==> src/rtl/regfile_pkg.sv <==
// Shared widths, defaults and writeback request type for the register-file
// write arbiter and its per-requester FIFOs.
package regfile_pkg;

  localparam int REG_ADDR_W      = 5;
  localparam int DATA_W          = 32;
  localparam int PHASE_W         = 3;
  localparam int NUM_REGS        = 32;
  localparam int DEF_PHASES      = 5;
  localparam int DEF_WRITE_PHASE = 4;
  localparam int DEF_DEPTH       = 2;

  typedef struct packed {
    logic [REG_ADDR_W-1:0] reg_addr;
    logic [DATA_W-1:0]     data;
  } wb_req_t;

  // Values double as requester indices: 0 = ALU, 1 = MEM.
  typedef enum logic {
    GRANT_ALU = 1'b0,
    GRANT_MEM = 1'b1
  } grant_t;

endpackage

==> src/rtl/regfile_write_arbiter_if.sv <==
// Writeback request channels (ALU, MEM) plus the register-file write port
// and hazard-unit status driven by the arbiter.
interface regfile_write_arbiter_if;
  import regfile_pkg::*;

  logic                  alu_valid;
  logic                  alu_ready;
  logic [REG_ADDR_W-1:0] alu_reg;
  logic [DATA_W-1:0]     alu_data;
  logic                  mem_valid;
  logic                  mem_ready;
  logic [REG_ADDR_W-1:0] mem_reg;
  logic [DATA_W-1:0]     mem_data;
  logic [REG_ADDR_W-1:0] write_register;
  logic [DATA_W-1:0]     write_data;
  logic                  RegWrite;
  logic [PHASE_W-1:0]    phase;
  logic [NUM_REGS-1:0]   pending_mask;
  logic                  busy;

  modport master (
    output alu_valid, alu_reg, alu_data, mem_valid, mem_reg, mem_data,
    input  alu_ready, mem_ready, write_register, write_data, RegWrite,
           phase, pending_mask, busy
  );

  modport slave (
    input  alu_valid, alu_reg, alu_data, mem_valid, mem_reg, mem_data,
    output alu_ready, mem_ready, write_register, write_data, RegWrite,
           phase, pending_mask, busy
  );

endinterface

==> src/rtl/wb_fifo.sv <==
// Small writeback FIFO with same-edge push/pop and a per-entry valid/reg
// view so the arbiter can build its pending-write scoreboard.
module wb_fifo
  import regfile_pkg::*;
#(
  parameter  int DEPTH = DEF_DEPTH,
  localparam int PTR_W = $clog2(DEPTH),
  localparam int CNT_W = PTR_W + 1
) (
  input  logic                             clock,
  input  logic                             reset_n,
  input  logic                             push,
  input  wb_req_t                          push_req,
  input  logic                             pop,
  output wb_req_t                          head,
  output logic [CNT_W-1:0]                 count,
  output logic                             ready,
  output logic [DEPTH-1:0]                 entry_valid,
  output logic [DEPTH-1:0][REG_ADDR_W-1:0] entry_reg
);

  wb_req_t          storage_reg [DEPTH];
  logic [PTR_W-1:0] wr_ptr_reg, wr_ptr_next;
  logic [PTR_W-1:0] rd_ptr_reg, rd_ptr_next;
  logic [CNT_W-1:0] count_reg, count_next;

  always_comb begin
    wr_ptr_next = push ? wr_ptr_reg + PTR_W'(1) : wr_ptr_reg;
    rd_ptr_next = pop  ? rd_ptr_reg + PTR_W'(1) : rd_ptr_reg;
    count_next  = count_reg;
    case ({push, pop})
      2'b10:   count_next = count_reg + CNT_W'(1);
      2'b01:   count_next = count_reg - CNT_W'(1);
      default: count_next = count_reg;
    endcase
  end

  always_ff @(posedge clock or negedge reset_n) begin
    if (!reset_n) begin
      wr_ptr_reg <= '0;
      rd_ptr_reg <= '0;
      count_reg  <= '0;
      for (int i = 0; i < DEPTH; i++) storage_reg[i] <= '0;
    end else begin
      wr_ptr_reg <= wr_ptr_next;
      rd_ptr_reg <= rd_ptr_next;
      count_reg  <= count_next;
      if (push) storage_reg[wr_ptr_reg] <= push_req;
    end
  end

  assign head  = storage_reg[rd_ptr_reg];
  assign count = count_reg;
  assign ready = (count_reg < CNT_W'(DEPTH));

  // Entry gi is live when its distance from the read pointer is below count.
  for (genvar gi = 0; gi < DEPTH; gi++) begin : g_entry
    logic [PTR_W-1:0] offset;
    assign offset          = PTR_W'(gi) - rd_ptr_reg;
    assign entry_valid[gi] = ({1'b0, offset} < count_reg);
    assign entry_reg[gi]   = storage_reg[gi].reg_addr;
  end

endmodule

==> src/rtl/regfile_write_arbiter.sv <==
// Shares the register file's write port between ALU and load writeback:
// phase counter, round-robin grant in the write phase, pending-write mask.
module regfile_write_arbiter
  import regfile_pkg::*;
#(
  parameter int PHASES      = DEF_PHASES,
  parameter int WRITE_PHASE = DEF_WRITE_PHASE,
  parameter int DEPTH       = DEF_DEPTH
) (
  input  logic                    clock,
  input  logic                    reset_n,
  regfile_write_arbiter_if.slave  bus
);

  localparam int CNT_W = $clog2(DEPTH) + 1;

  logic [1:0]                       req_valid, req_ready, req_push, req_pop, req_nonempty;
  wb_req_t                          req_in   [2];
  wb_req_t                          req_head [2];
  logic [CNT_W-1:0]                 req_count [2];
  logic [DEPTH-1:0]                 entry_valid [2];
  logic [DEPTH-1:0][REG_ADDR_W-1:0] entry_reg [2];

  logic [PHASE_W-1:0]    phase_reg, phase_next;
  logic                  reg_write_reg, reg_write_next;
  logic [REG_ADDR_W-1:0] write_register_reg, write_register_next;
  logic [DATA_W-1:0]     write_data_reg, write_data_next;
  grant_t                last_grant_reg, last_grant_next;
  grant_t                grant_sel;
  logic                  grant_fire;
  wb_req_t               grant_req;
  logic [NUM_REGS-1:0]   pending_mask;

  assign req_valid = {bus.mem_valid, bus.alu_valid};
  assign req_in[0] = '{reg_addr: bus.alu_reg, data: bus.alu_data};
  assign req_in[1] = '{reg_addr: bus.mem_reg, data: bus.mem_data};

  // Register 0 is hardwired, so its writes are acknowledged but never queued.
  for (genvar gi = 0; gi < 2; gi++) begin : g_req
    assign req_push[gi]     = req_valid[gi] && req_ready[gi] && (req_in[gi].reg_addr != '0);
    assign req_nonempty[gi] = (req_count[gi] != '0);

    wb_fifo #(.DEPTH(DEPTH)) u_fifo (
      .clock       (clock),
      .reset_n     (reset_n),
      .push        (req_push[gi]),
      .push_req    (req_in[gi]),
      .pop         (req_pop[gi]),
      .head        (req_head[gi]),
      .count       (req_count[gi]),
      .ready       (req_ready[gi]),
      .entry_valid (entry_valid[gi]),
      .entry_reg   (entry_reg[gi])
    );
  end

  always_comb begin
    grant_fire = 1'b0;
    grant_sel  = GRANT_ALU;
    if ((phase_reg == PHASE_W'(WRITE_PHASE - 1)) && (|req_nonempty)) begin
      grant_fire = 1'b1;
      if (&req_nonempty)
        grant_sel = (last_grant_reg == GRANT_ALU) ? GRANT_MEM : GRANT_ALU;
      else
        grant_sel = req_nonempty[1] ? GRANT_MEM : GRANT_ALU;
    end
  end

  assign req_pop   = grant_fire ? ((grant_sel == GRANT_MEM) ? 2'b10 : 2'b01) : 2'b00;
  assign grant_req = (grant_sel == GRANT_MEM) ? req_head[1] : req_head[0];

  always_comb begin
    phase_next          = (phase_reg == PHASE_W'(PHASES - 1)) ? '0 : phase_reg + PHASE_W'(1);
    reg_write_next      = reg_write_reg;
    write_register_next = write_register_reg;
    write_data_next     = write_data_reg;
    last_grant_next     = last_grant_reg;
    if (phase_reg == PHASE_W'(WRITE_PHASE)) reg_write_next = 1'b0;
    if (grant_fire) begin
      reg_write_next      = 1'b1;
      write_register_next = grant_req.reg_addr;
      write_data_next     = grant_req.data;
      last_grant_next     = grant_sel;
    end
  end

  always_ff @(posedge clock or negedge reset_n) begin
    if (!reset_n) begin
      phase_reg          <= '0;
      reg_write_reg      <= 1'b0;
      write_register_reg <= '0;
      write_data_reg     <= '0;
      last_grant_reg     <= GRANT_ALU;
    end else begin
      phase_reg          <= phase_next;
      reg_write_reg      <= reg_write_next;
      write_register_reg <= write_register_next;
      write_data_reg     <= write_data_next;
      last_grant_reg     <= last_grant_next;
    end
  end

  always_comb begin
    pending_mask = '0;
    for (int r = 0; r < 2; r++)
      for (int e = 0; e < DEPTH; e++)
        if (entry_valid[r][e]) pending_mask[entry_reg[r][e]] = 1'b1;
    if (reg_write_reg) pending_mask[write_register_reg] = 1'b1;
  end

  assign bus.alu_ready      = req_ready[0];
  assign bus.mem_ready      = req_ready[1];
  assign bus.write_register = write_register_reg;
  assign bus.write_data     = write_data_reg;
  assign bus.RegWrite       = reg_write_reg;
  assign bus.phase          = phase_reg;
  assign bus.pending_mask   = pending_mask;
  assign bus.busy           = (|req_nonempty) || reg_write_reg;

endmodule

==> src/flat_wrapper.sv <==
// flat-port wrapper written by rule: the top's interface ports become plain ports
module regfile_write_arbiter_flat import regfile_pkg::*;
#(
  parameter int PHASES      = DEF_PHASES,
  parameter int WRITE_PHASE = DEF_WRITE_PHASE,
  parameter int DEPTH       = DEF_DEPTH
)
  (clock, reset_n, bus_alu_valid, bus_alu_reg, bus_alu_data, bus_mem_valid, bus_mem_reg, bus_mem_data, bus_alu_ready, bus_mem_ready, bus_write_register, bus_write_data, bus_RegWrite, bus_phase, bus_pending_mask, bus_busy);
  regfile_write_arbiter_if bus_i ();
  input  logic clock;
  input  logic reset_n;
  input wire logic [$bits(bus_i.alu_valid)-1:0] bus_alu_valid;
  input wire logic [$bits(bus_i.alu_reg)-1:0] bus_alu_reg;
  input wire logic [$bits(bus_i.alu_data)-1:0] bus_alu_data;
  input wire logic [$bits(bus_i.mem_valid)-1:0] bus_mem_valid;
  input wire logic [$bits(bus_i.mem_reg)-1:0] bus_mem_reg;
  input wire logic [$bits(bus_i.mem_data)-1:0] bus_mem_data;
  output wire logic [$bits(bus_i.alu_ready)-1:0] bus_alu_ready;
  output wire logic [$bits(bus_i.mem_ready)-1:0] bus_mem_ready;
  output wire logic [$bits(bus_i.write_register)-1:0] bus_write_register;
  output wire logic [$bits(bus_i.write_data)-1:0] bus_write_data;
  output wire logic [$bits(bus_i.RegWrite)-1:0] bus_RegWrite;
  output wire logic [$bits(bus_i.phase)-1:0] bus_phase;
  output wire logic [$bits(bus_i.pending_mask)-1:0] bus_pending_mask;
  output wire logic [$bits(bus_i.busy)-1:0] bus_busy;
  assign bus_i.alu_valid = bus_alu_valid;
  assign bus_i.alu_reg = bus_alu_reg;
  assign bus_i.alu_data = bus_alu_data;
  assign bus_i.mem_valid = bus_mem_valid;
  assign bus_i.mem_reg = bus_mem_reg;
  assign bus_i.mem_data = bus_mem_data;
  assign bus_alu_ready = bus_i.alu_ready;
  assign bus_mem_ready = bus_i.mem_ready;
  assign bus_write_register = bus_i.write_register;
  assign bus_write_data = bus_i.write_data;
  assign bus_RegWrite = bus_i.RegWrite;
  assign bus_phase = bus_i.phase;
  assign bus_pending_mask = bus_i.pending_mask;
  assign bus_busy = bus_i.busy;
  regfile_write_arbiter #(.PHASES(PHASES), .WRITE_PHASE(WRITE_PHASE), .DEPTH(DEPTH)) u_core (.clock(clock), .reset_n(reset_n), .bus(bus_i));
endmodule
==> config.mk <==
export PLATFORM = sky130hd
export DESIGN_NAME = regfile_write_arbiter_flat
export DESIGN_NICKNAME = d
export VERILOG_FILES = /design/src/rtl/regfile_pkg.sv /design/src/rtl/regfile_write_arbiter_if.sv /design/src/rtl/wb_fifo.sv /design/src/rtl/regfile_write_arbiter.sv /design/src/flat_wrapper.sv
export SDC_FILE = /design/constraint.sdc
export NUM_CORES = 1
export LEC_CHECK = 0
export ABC_AREA = 1
export BUFFER_PORTS_ARGS = -buffer_cell sky130_fd_sc_hd__clkbuf_2
export CELL_PAD_IN_SITES_DETAIL_PLACEMENT = 0
export CELL_PAD_IN_SITES_GLOBAL_PLACEMENT = 1
export CORE_MARGIN = 1
export CORE_UTILIZATION = 35
export CTS_CLUSTER_SIZE = 14
export DETAILED_ROUTE_END_ITERATION = 6
export PLACE_DENSITY_LB_ADDON = 0.08
export SKIP_LAST_GASP = 1
export SLEW_MARGIN = 20
export SYNTH_ARGS = -nofsm -noshare
export SYNTH_HDL_FRONTEND = slang
export SYNTH_SLANG_ARGS = --single-unit
==> constraint.sdc <==
create_clock -name clock -period 3.2 [get_ports clock]
set_input_delay 0.32 -clock clock [delete_from_list [all_inputs] [get_ports clock]]
set_output_delay 0.32 -clock clock [all_outputs]
set_load 0.005 [all_outputs]
Yosys cells after proc, flatten, opt, wreduce, memory -nomap -nowiden
Cells that the tools add are included.
- bits in registers: 198
- input port bits: 78
- output and inout bits: 76
- word-level logic and storage cells: 130
- bitwise logic cells: 8
- order comparisons: 22
- eq/ne operators: 6
- $add $sub $neg: 13
- reductions and logical operators: 22
- muxes and demuxes: 40
- operators with widths (operator ; number):
    two-way mux 37 bit ; 9
    two-way mux 32 bit ; 5
    bitwise mux 74 bit ; 2
    OR 32 bit ; 4
    demux 37 bit (select 1 bit) ; 2
    < comparator 5 x 6 -> 1 bit (second input constant) ; 5
    demux 1 bit (select 5 bit) ; 5
    >= comparator 5 x 1 -> 1 bit (second input constant) ; 5
    logical AND 1 bit ; 12
    two-way mux 1 bit ; 12
    nonzero test 2 bit ; 5
    nonzero test 5 bit ; 2
    >= comparator 2 bit (second input constant) ; 4
    < comparator 1 x 2 -> 1 bit ; 4
    inverter 1 -> 2 bit ; 4
    one-hot mux 2 bit (2 select lines) ; 2
    adder 1 bit (second input constant) ; 4
    adder 2 x 1 -> 2 bit (second input constant) ; 2
    == test 2 x 1 -> 1 bit (second input constant) ; 2
    == test 2 bit (second input constant) ; 2
    < comparator 2 x 1 -> 1 bit (second input constant) ; 2
    < comparator 2 bit (second input constant) ; 2
    two-way mux 2 bit ; 2
    subtractor 1 bit (first input constant) ; 4
    other kinds (8) ; 9

Longest topological paths before layout
- word-level depth: 13
- mapped depth: 11

Cells and area by module
From an unflattened synthesis, not the netlist that was laid out.
- cell total of the unflattened synthesis: 1544
- area total of the unflattened synthesis: 10979.3 um2
- by module, submodules not included (module ; cells an instance ; area each (um2) ; instances):
    wb_fifo ; 429 ; 3563.4 ; 2
    regfile_write_arbiter ; 686 ; 3852.4 ; 1

Least setup slack after synthesis
Ideal clock, no wire load.
- kind: reg2reg
- start point: register u_core.phase_reg[0], in the netlist u_core.bus.phase[0]
- end point: register u_core.g_req[1].u_fifo.count_reg[1]
- stages on the path, launching flop included: 11
- setup slack: 1.169 ns
- buffers on the path: 2
- setup time: 0.131 ns
- arrival: 1.900 ns
- period minus slack after synthesis: 2.031 ns
- path through: dfrtp_1 ha_1 ha_1 buf_2 nand3_1 inv_1 buf_2 ha_1 a21oi_1 o21ai_0 xor2_1
- longest elaborated chain between the ends: 7
- RTL lines (item ; line ; text):
    start, declared ; regfile_write_arbiter.sv:24 ; logic [PHASE_W-1:0] phase_reg, phase_next;
    start signal, assigned ; regfile_write_arbiter.sv:95 ; phase_reg <= phase_next;
    == test 3 x 2 -> 1 bit (*) ; regfile_write_arbiter.sv:60 ; if ((phase_reg == PHASE_W'(WRITE_PHASE - 1)) && (|req_nonempty)) begin
    logical AND 1 bit (*) ; regfile_write_arbiter.sv:60 ;
    two-way mux 1 bit ; regfile_write_arbiter.sv:60 ;
    two-way mux 2 bit ; regfile_write_arbiter.sv:69 ; assign req_pop = grant_fire ? ((grant_sel == GRANT_MEM) ? 2'b10 : 2'b01) : 2'b00;
    two-way mux 2 bit (*) ; regfile_write_arbiter.sv:69 ;
    via u_core.g_req[1].u_fifo.pop ; wb_fifo.sv:14 ; input logic pop,
    == test 2 x 1 -> 1 bit or == test 2 bit (tied branches) ; wb_fifo.sv:31 ; case ({push, pop})
    one-hot mux 2 bit (2 select lines) or nonzero test 2 bit (tied branches) ; -- ;
    end signal, assigned ; wb_fifo.sv:47 ; count_reg <= count_next;
    end, declared ; wb_fifo.sv:25 ; logic [CNT_W-1:0] count_reg, count_next;
Mark *: on every way through the listed nets, which the timed path passes. The rest lies on a longest branch.
A chain may end at the register's enable or synchronous reset.

Final worst setup path
- start point: register u_core.g_req[0].u_fifo.count_reg[1]
- end point: output bus_pending_mask[6]
- longest elaborated chain between the ends: 10
- RTL lines (item ; line ; text):
    start, declared ; wb_fifo.sv:25 ;
    start signal, assigned ; wb_fifo.sv:47 ;
    < comparator 1 x 2 -> 1 bit ; wb_fifo.sv:60 ; assign entry_valid[gi] = ({1'b0, offset} < count_reg);
    two-way mux 32 bit ; regfile_write_arbiter.sv:107 ; if (entry_valid[r][e]) pending_mask[entry_reg[r][e]] = 1'b1;
    OR 32 bit (no source line) ; -- ;
    two-way mux 32 bit (*) ; regfile_write_arbiter.sv:107 ;
    OR 32 bit (no source line) ; -- ;
    two-way mux 32 bit (*) ; regfile_write_arbiter.sv:107 ;
    OR 32 bit (no source line) ; -- ;
    two-way mux 32 bit (*) ; regfile_write_arbiter.sv:107 ;
    OR 32 bit (no source line) ; -- ;
    two-way mux 32 bit (*) ; regfile_write_arbiter.sv:108 ; if (reg_write_reg) pending_mask[write_register_reg] = 1'b1;
    end, declared ; flat_wrapper.sv:24 ; output wire logic [$bits(bus_i.pending_mask)-1:0] bus_pending_mask;
Mark *: on every way between the ends. The rest lies on a longest branch, timed or not.

==> impl_metrics.toml <==
[global_routing]
grt_pass1_wl_um = 53500
grt_pass1_vias = 9404
grt_use_total = 0.227
grt_max_degree = 77
overflow = 0
antenna_found_initial = 0

[synthesis]
yosys_register_bits = 198
synth_warnings = 0
netlist_area_mm2 = 0.0107
synthSimpleGateAreaFrac = 0.301
synth_area_per_cell_um2 = 7.17
synth_cell_type_count = 28
synth-compound-area-share = 0.103
synth_xor_area_frac = 0.00493
synth_fp_nets = 1571
synthMuxAreaShare = 0.0141
seq_area_frac_synth = 0.465
yosys.area_share.adder = 0.00587
synth_cells = 1488
synth_top_family_by_area = "simple AND/OR/NAND/NOR gates"

[sta]
timing.final.crit_period_ns = 2.58
final_min_period_over_clock_period = 0.805
rsz0062_at_grt = "no"
drv_slew = 0
worst_slew_pin_slew_ns = 0.695
fin_tns_setup_ns = 0
finalHoldViolations = 0
fin_hold_ws_ns = 0.111
max_freq_ghz = 0.388
setup_viol = 0
slew_headroom = 0.537
finalClockSkew_ns = 0.0186

[cells_and_area]
drive_above_1_share = 0.151
sequential_cell_area_mm2 = 0.00495
antennaDiodeCount = 0
multiInputGateArea_mm2 = 0.00459
nets = 1688
fill_cells = 3237
largest_reg_flops = 128
layoutNonFillerInstCount = 2008
area_growth_pct = 15.6
post-route-util = 0.414

[power]
power-per-cell-area_mw_per_mm2 = 970
total_power_uw = 12000
leakage_uw = 0.00669
ir_drop_mv = 0.330

[drt]
drtIter0Drc = 784
drtAntennaViolNets = 0
routed_wl_um = 33700
drc = 0
vias = 9574
dr.pass1.iters = 5
avgViaCountPerCell = 4.77
wl_per_cell_um = 16.8

[floorplanning]
std_cell_rows = 63
dieArea_mm2 = 0.0312
start_util = 0.358
core_area_mm2 = 0.0298
die_h_um = 177
ios = 154
dieWidth_um = 177

[clocking]
clock_sinks = 198
cts_tree = "yes"
clk_pin_slew_worst_paths_ns = 0.09
clockBufferDepth = 2
root_buffer = "clkbuf_16"
numCtsBuffers = 17
cts_max_level = 4
clk_latency_ns = 0.44

[worst_setup_path]
worstSetupPathType = "flip-flop to output port"
worstSetupStartpointType = "flip-flop"
worstPathArrival_ns = 2.26
r2r_slack_ns = 0.96
endpoint_kind = "output port"
critical_path.max_fanout = 17
worstPathRequired_ns = 2.88

[outcome]
status = "complete, no violations"

[hold_path]
hold_class = "input port to flip-flop"

[placed_design]
gp_congestion = 0.889
dp.cells = 1975
port-buffer-count = 153
dp_hpwl_um = 24700

[run]
max-cap-violations = 0
## area by class of cell
type / count / area share
well taps: 390 / 0.0396
multi-input cells: 1024 / 0.372
clock buffers: 18 / 0.0356
repair buffers: 170 / 0.0764
inverters: 194 / 0.0592
clock inverters: 14 / 0.0150
flip-flops and latches: 198 / 0.402
## logic make-up (layout without fill, tap and decap cells)
group,after synthesis,in the layout
DFF,198,198
adders and majority gates,5,5
xor gates and xnor gates,6,6
AOI/OAI and AO/OA,219,219
muxes,15,15
buffers and inverters,266,396
and+or+nand+nor,779,779
## where the power goes
part / switching (uW) / internal, uW / total (uW)
registers: 880 / 3650 / 4530
clock network: 1160 / 1100 / 2260
logic: 3430 / 1740 / 5170
## path summary, 6_finish.rpt
path / from / end / depth (start not counted)
setup / recovery: u_core.g_req[0].u_fifo.count[1] / bus_pending_mask[6] / 6
hold / removal: bus_alu_data[12] / u_core.g_req[0].u_fifo.storage_reg[12] / 3
setup reg to reg: u_core.g_req[0].u_fifo.count[0] / u_core.g_req[0].u_fifo.count[1] / 9
hold reg to reg: u_core.bus.write_data[12] / u_core.bus.write_data[12] / 2
max in group asynchronous: reset_n / u_core.g_req[0].u_fifo.entry_reg[8] / 3
min in group asynchronous: reset_n / u_core.g_req[0].u_fifo.storage_reg[9] / 2
## cell usage in the layout (no fill, tap or decap), drive strengths merged
master         n
o21ai        194
clkinv         5
ha             5
nand4         25
nor3           6
buf           16
dfrtp        198
nand2        459
xor2           4
mux2i         15
nor2         171
or2           19
clkbuf       171
dlygate4sd3    1
xnor2          2
inv          203
nand3         99
a21oi         25
## Yosys cell counts (all sizes together)
cell type / n / share of area
o21ai: 194 / 0.091
nand3: 99 / 0.047
nor2: 171 / 0.061
clkbuf: 20 / 0.0080
a21oi: 25 / 0.012
xor2: 4 / 0.0033
nor3: 6 / 0.0038
nand4: 25 / 0.015
ha: 5 / 0.0059
mux2i: 15 / 0.014
nand2: 459 / 0.16
or2: 19 / 0.011
inv: 194 / 0.069
xnor2: 2 / 0.0016
dfrtp: 198 / 0.46
buf: 52 / 0.030
## per-layer routing
metal / track usage / vias up / wire (um)
met4: 0.0704 / 0 / 899
met2: 0.392 / 228 / 16700
li1: - / 4877 / -
met3: 0.0416 / 38 / 1430
met1: 0.284 / 4431 / 14700
met5: 0 / - / 0
## timing repair
item	4_1_cts	5_1_grt
buffers inserted	0	0
hold buffers	1	0
gates resized for setup	0	0
hold endpoints to repair	74	0
## per-stage QoR
stage / cell area, um^2 / setup slack, ns
2_1_floorplan: 10700 / 1.17
3_3_place_gp: 11700 / 1.02
3_5_place_dp: 11700 / 0.984
4_1_cts: 12300 / 0.603
5_1_grt: 12300 / 0.445
6_report: 12300 / 0.624
## critical path, stage by stage, from the launching register on
cell and delay, ns:
dfrtp_1 0.45, inv_2 0.17, nand2_1 0.27, buf_4 0.30, a21oi_1 0.31, nand3_1 0.18
clkbuf_2 0.15
Note: power is estimated with default switching activity, not from simulation.
